--- config.mk ---
export PLATFORM = sky130hd
export DESIGN_NAME = wb_lsu_master
export DESIGN_NICKNAME = d
export VERILOG_FILES = /design/src/rtl/core_mem_pkg.sv /design/src/rtl/lsu_align.sv /design/src/rtl/wb_lsu_master.sv
export SDC_FILE = /design/constraint.sdc
export NUM_CORES = 1
export LEC_CHECK = 0
export CAP_MARGIN = 20
export CORE_MARGIN = 8
export CORE_UTILIZATION = 45
export CTS_CLUSTER_SIZE = 20
export DETAILED_ROUTE_END_ITERATION = 8
export PLACE_DENSITY = 0.93
export SETUP_SLACK_MARGIN = 0.15
export SLEW_MARGIN = 10
export SYNTH_ARGS = -nofsm -noshare
export SYNTH_HDL_FRONTEND = slang
export SYNTH_SLANG_ARGS = --single-unit
--- constraint.sdc ---
create_clock -name i_clk -period 13.15 [get_ports i_clk]
set_clock_uncertainty 0.1 [all_clocks]
set_input_delay 3.945 -clock i_clk [delete_from_list [all_inputs] [get_ports i_clk]]
set_output_delay 3.945 -clock i_clk [all_outputs]
set_load 0.005 [all_outputs]
--- src/rtl/core_mem_pkg.sv ---
// Shared definitions for the load/store unit's Wishbone master:
// access-size codes, lane geometry and the bus FSM state type.
package core_mem_pkg;

   localparam logic [1:0] SZ_BYTE = 2'b00;
   localparam logic [1:0] SZ_HALF = 2'b01;
   localparam logic [1:0] SZ_WORD = 2'b10;
   localparam logic [1:0] SZ_ILL  = 2'b11;

   localparam int unsigned LANE_W    = 8;
   localparam int unsigned NUM_LANES = 4;
   localparam int unsigned WORD_W    = LANE_W * NUM_LANES;

   typedef enum logic [1:0] {
      ST_IDLE,
      ST_REQ,
      ST_WAIT
   } state_t;

endpackage

--- src/rtl/lsu_align.sv ---
// Byte-lane steering for a 32-bit word bus: store selects and replication,
// load lane extraction with sign/zero extension, and alignment checking.
module lsu_align
   import core_mem_pkg::*;
(
   input  logic [1:0]        size,
   input  logic [1:0]        addr_lo,
   input  logic [WORD_W-1:0] wdata,
   input  logic [WORD_W-1:0] rdata,
   input  logic              is_unsigned,
   output logic [3:0]        sel,
   output logic [WORD_W-1:0] wb_wdata,
   output logic [WORD_W-1:0] ext_rdata,
   output logic              misaligned
);

   logic [7:0]  byte_lane;
   logic [15:0] half_lane;

   assign byte_lane = rdata[{addr_lo, 3'b000} +: 8];
   assign half_lane = addr_lo[1] ? rdata[31:16] : rdata[15:0];

   always_comb begin
      sel        = 4'b0000;
      wb_wdata   = wdata;
      ext_rdata  = rdata;
      misaligned = 1'b0;
      case (size)
         SZ_BYTE: begin
            sel       = 4'b0001 << addr_lo;
            wb_wdata  = {4{wdata[7:0]}};
            ext_rdata = is_unsigned ? {24'h0, byte_lane} : {{24{byte_lane[7]}}, byte_lane};
         end
         SZ_HALF: begin
            sel        = addr_lo[1] ? 4'b1100 : 4'b0011;
            wb_wdata   = {2{wdata[15:0]}};
            ext_rdata  = is_unsigned ? {16'h0, half_lane} : {{16{half_lane[15]}}, half_lane};
            misaligned = addr_lo[0];
         end
         SZ_WORD: begin
            sel        = 4'b1111;
            misaligned = (addr_lo != 2'b00);
         end
         default: ;
      endcase
   end

endmodule

--- src/rtl/wb_lsu_master.sv ---
// Pipelined Wishbone master for the load/store stage: one CPU access becomes
// one bus cycle, with alignment, bus-error and ack-timeout reporting.
module wb_lsu_master
   import core_mem_pkg::*;
#(
   parameter int unsigned XLEN    = 32,
   parameter int unsigned TIMEOUT = 15,
   parameter int unsigned TOW     = 4
) (
   input  logic            i_clk,
   input  logic            i_reset,
   input  logic            i_req,
   input  logic            i_we,
   input  logic [1:0]      i_size,
   input  logic            i_unsigned,
   input  logic [XLEN-1:0] i_addr,
   input  logic [XLEN-1:0] i_data,
   output logic            o_busy,
   output logic            o_valid,
   output logic            o_err,
   output logic [XLEN-1:0] o_rdata,
   output logic            o_wb_cyc,
   output logic            o_wb_stb,
   output logic            o_wb_we,
   output logic [XLEN-1:0] o_wb_addr,
   output logic [XLEN-1:0] o_wb_data,
   output logic [3:0]      o_wb_sel,
   input  logic [XLEN-1:0] i_wb_data,
   input  logic            i_wb_stall,
   input  logic            i_wb_ack,
   input  logic            i_wb_err
);

   state_t         state;
   logic [1:0]     req_size;
   logic [1:0]     req_addr_lo;
   logic           req_unsigned;
   logic           req_we;
   logic [TOW-1:0] to_cnt;
   logic [TOW:0]   to_next;
   logic           timed_out;

   logic [1:0]      al_size;
   logic [1:0]      al_addr_lo;
   logic            al_unsigned;
   logic [3:0]      al_sel;
   logic [XLEN-1:0] al_wdata;
   logic [XLEN-1:0] al_rdata;
   logic            al_misaligned;

   logic done;
   logic done_err;

   // The aligner sees the live request while idle and the latched one afterwards.
   assign al_size     = (state == ST_IDLE) ? i_size       : req_size;
   assign al_addr_lo  = (state == ST_IDLE) ? i_addr[1:0]  : req_addr_lo;
   assign al_unsigned = (state == ST_IDLE) ? i_unsigned   : req_unsigned;

   lsu_align u_align (
      .size        (al_size),
      .addr_lo     (al_addr_lo),
      .wdata       (i_data),
      .rdata       (i_wb_data),
      .is_unsigned (al_unsigned),
      .sel         (al_sel),
      .wb_wdata    (al_wdata),
      .ext_rdata   (al_rdata),
      .misaligned  (al_misaligned)
   );

   // to_cnt counts cycles since stb was accepted, the acceptance cycle included.
   assign to_next   = {1'b0, to_cnt} + (TOW + 1)'(1);
   assign timed_out = (TIMEOUT != 0) && (to_next >= (TOW + 1)'(TIMEOUT));

   always_comb begin
      done     = 1'b0;
      done_err = 1'b0;
      case (state)
         ST_REQ: begin
            done     = !i_wb_stall && (i_wb_ack || i_wb_err);
            done_err = i_wb_err;
         end
         ST_WAIT: begin
            done     = i_wb_ack || i_wb_err || timed_out;
            done_err = i_wb_err || (!i_wb_ack && timed_out);
         end
         default: ;
      endcase
   end

   always_ff @(posedge i_clk or posedge i_reset) begin
      if (i_reset) begin
         state        <= ST_IDLE;
         req_size     <= 2'b00;
         req_addr_lo  <= 2'b00;
         req_unsigned <= 1'b0;
         req_we       <= 1'b0;
         to_cnt       <= '0;
         o_busy       <= 1'b0;
         o_valid      <= 1'b0;
         o_err        <= 1'b0;
         o_rdata      <= '0;
         o_wb_cyc     <= 1'b0;
         o_wb_stb     <= 1'b0;
         o_wb_we      <= 1'b0;
         o_wb_addr    <= '0;
         o_wb_data    <= '0;
         o_wb_sel     <= 4'b0000;
      end else begin
         o_valid <= 1'b0;
         o_err   <= 1'b0;
         o_rdata <= '0;
         case (state)
            ST_IDLE: begin
               if (i_req) begin
                  req_size     <= i_size;
                  req_addr_lo  <= i_addr[1:0];
                  req_unsigned <= i_unsigned;
                  req_we       <= i_we;
                  if (al_misaligned || (i_size == SZ_ILL)) begin
                     o_valid <= 1'b1;
                     o_err   <= 1'b1;
                  end else begin
                     o_wb_cyc  <= 1'b1;
                     o_wb_stb  <= 1'b1;
                     o_wb_we   <= i_we;
                     o_wb_addr <= {2'b00, i_addr[XLEN-1:2]};
                     o_wb_data <= al_wdata;
                     o_wb_sel  <= al_sel;
                     o_busy    <= 1'b1;
                     state     <= ST_REQ;
                  end
               end
            end
            ST_REQ: begin
               if (!i_wb_stall) begin
                  o_wb_stb <= 1'b0;
                  to_cnt   <= TOW'(1);
                  if (!done) state <= ST_WAIT;
               end
            end
            ST_WAIT: begin
               if (!done && (to_cnt != '1)) to_cnt <= to_cnt + TOW'(1);
            end
            default: state <= ST_IDLE;
         endcase
         if (done) begin
            o_wb_cyc <= 1'b0;
            o_busy   <= 1'b0;
            o_valid  <= 1'b1;
            o_err    <= done_err;
            o_rdata  <= (done_err || req_we) ? '0 : al_rdata;
            state    <= ST_IDLE;
         end
      end
   end

endmodule

==> flow_summary.yaml <==
power_and_ir_drop:
  leakagePower_nw: 3.61
  p_per_area_mw_per_mm2: 239
  peakVddDrop_mv: 0.114
yosys:
  syn_area_per_cell_um2: 10.6
  yosysSeqAreaShare_pct: 52.6
  synth-edff-count: 0
  netlist_instances: 515
  synth_warnings: 0
  async_reset_ff_share_pct: 100
  ys_ff_latch: 115
  synth_cell_types: 50
  ys.flop_type: "dfrtp_1"
  synth.cell_area_mm2: 0.00547
setup_path:
  crit_path_end_kind: "register"
  crit_required_ps: 13340
  start_kind: "input port"
  crit_start: "i_size[1]"
  worstSetupPathType: "in -> reg"
  r2r_start: "state[0]"
  crit_arrival_ps: 8200
  reg2reg_to: "o_wb_data[6]"
  ff2ff_path_depth: 11
  crit_fanout: 96
  crit_path_end: "o_wb_data[6]"
  reg2reg_setup_slack_ps: 7960
cells_and_area:
  drive_gt1_share_pct: 12.1
  syn_to_final_growth_pct: 51.6
  num-nets-final: 830
  fin_cells: 873
  mostFrequentLayoutCells: "209 x clkdlybuf4s50_1, 115 x dfrtp_1, 57 x nand2_1"
  diodes: 0
  layout_commonest_cell: "clkdlybuf4s50_1"
routing:
  vias: 5073
  wl_per_cell_um: 20.7
  ant_nets: 0
  drt_first_pass_iters: 6
  drt-initial-drc-count: 557
  drcViolationCount: 0
  totalWireLength_um: 18100
  via_per_inst: 5.81
clock_network:
  cts_root_buf: "clkbuf_16"
  cts_resized: 0
  cts.sinks: 115
  htreeDepth: 4
  ctsHoldBuffers: 0
  clkLatencyLatePin_ps: 410
  cts_inserted_buffers: 17
  cts_max_path_buffers: 2
  path_clk_slew_ps: 50
  post-cts-setup-buffers: 0
  cts_tree: "built"
placement:
  place_congestion: 0.896
  io_buffer_count: 209
  dpl.cell_count: 840
  dp_hpwl_um: 13100
sta:
  hold_viol: 0
  drv_slew: 0
  tns_ps: 0
  worst_pin_slew_ps: 988
  final.period_utilization_pct: 60.9
  setup_viol: 0
  rsz0062_at_grt: "no"
  max_freq_mhz: 125
  relSlewSlack_pct: 34.1
  period_needed_ps: 8010
floorplanning:
  coreArea_mm2: 0.0120
  dieArea_mm2: 0.0159
  io-pin-count: 212
  die_y_um: 126
  rows: 40
  initial_core_util_pct: 45.7
  die_width_um: 126
status:
  outcome: "finished, final reports clean"
grt:
  grt_remaining_overflow: 0
  grt_pass1_wl_um: 28500
  antenna_found_initial: 0
  grt_max_degree: 97
  grt_pass1_vias: 5261
  grt_usage_pct: 22.7
hold_path:
  hold_path.class: "reg -> reg"
run:
  cap_violations: 0
[cells by family (layout without fill, tap and decap cells)]
logic type               count (synthesis)  count (layout)  synth area share, %
AO/OA/AOI/OAI                          134             134                 17.1
XOR/XNOR                                 2               2                0.320
adder cells (fa/ha/maj)                 11              11                 2.52
buffers and inverters                   57             267                 4.78
flip-flops                             115             115                 52.6
multiplexers                            60              60                 12.1
other                                    1               2               0.0685
AND/OR/NAND/NOR                        135             135                 10.6
[worst min-delay path by stage]
| stage | start | to | slack (ps) | cells after the start |
|---|---|---|---|---|
| 2_1_floorplan | req_we | req_we | 370 | 1 |
| 3_3_place_gp | o_wb_data[14] | o_wb_data[14] | 360 | 2 |
| 3_5_place_dp | o_wb_data[12] | o_wb_data[12] | 370 | 2 |
| 4_1_cts | o_wb_data[18] | o_wb_data[18] | 390 | 2 |
| 5_1_grt | o_wb_data[27] | o_wb_data[27] | 410 | 2 |
| 6_report | o_wb_data[18] | o_wb_data[18] | 380 | 2 |
[through the flow]
stage	hold WS (ps)	total power, mW	instance area, um^2	setup WS (ps)	utilization [%]
floorplan	370	1.05	5480	6060	-
global placement	364	1.39	7600	4970	63.5
detailed placement	369	1.43	7610	4840	63.6
CTS	385	1.97	8280	5260	69.3
global route	406	2.09	8300	4930	69.4
finish	379	1.98	8300	5140	69.4
[where the power goes]
group / internal [mW] / switching, mW / total, mW
Sequential: 0.480 / 0.0789 / 0.559
Clock: 0.370 / 0.159 / 0.529
Combinational: 0.447 / 0.446 / 0.893
Total: 1.30 / 0.683 / 1.98
[layer usage]
metal	wire length [um]	GRT usage [%]
met1	6930	26.2
met2	8920	37.8
met3	1470	6.29
met4	780	12.1
met5	0	0
[layout make-up]
cell class                 instances  area [um^2]
sequential                       115         2880
clock buffer                      23          478
timing repair buffer             215         2140
inverter                          20         77.6
multi-input combinational        344         2340
clock inverter                     9          199
tap                              147          184
fill                             841         3670
[cells in the mapped netlist, types with 2 or more instances]
cell type | n | area share, %
mux2_2 | 47 | 9.7
o211ai_1 | 2 | 0.27
o21a_1 | 2 | 0.27
clkbuf_1 | 20 | 1.4
a22o_1 | 3 | 0.48
nor2_1 | 45 | 3.1
nand3_1 | 4 | 0.37
a211oi_1 | 5 | 0.69
a21boi_0 | 2 | 0.27
buf_2 | 8 | 0.73
ha_1 | 11 | 2.5
o221a_2 | 3 | 0.62
o21bai_1 | 3 | 0.41
a21oi_1 | 39 | 3.6
and3_1 | 9 | 1.0
nor2b_1 | 2 | 0.23
dfrtp_1 | 115 | 53
o21ai_0 | 15 | 1.4
nand2_1 | 57 | 3.9
o31ai_1 | 20 | 2.7
inv_1 | 20 | 1.4
buf_6 | 2 | 0.41
buf_4 | 6 | 0.82
nor3_1 | 7 | 0.64
mux2i_1 | 12 | 2.2
nand2b_1 | 3 | 0.34
xor2_1 | 2 | 0.32
a221oi_1 | 27 | 4.3
nand4_1 | 3 | 0.34
[sequential cells by signal, indices dropped and copies added, names as in the netlist, 2 cells and up]
signal,cells
o_wb_sel,4
to_cnt,4
o_wb_data,32
req_addr_lo,2
o_rdata,32
req_size,2
o_wb_addr,30
state,2
[critical path, cell delays in order]
cell,delay [ps]
clkdlybuf4s50_1,470
mux2_1,320
buf_4,250
inv_1,740
ha_1,640
a32o_1,230
a22o_1,230
or2_4,150
buf_4,730
mux2_2,420
No activity file was read; power rests on OpenSTA's default activity.
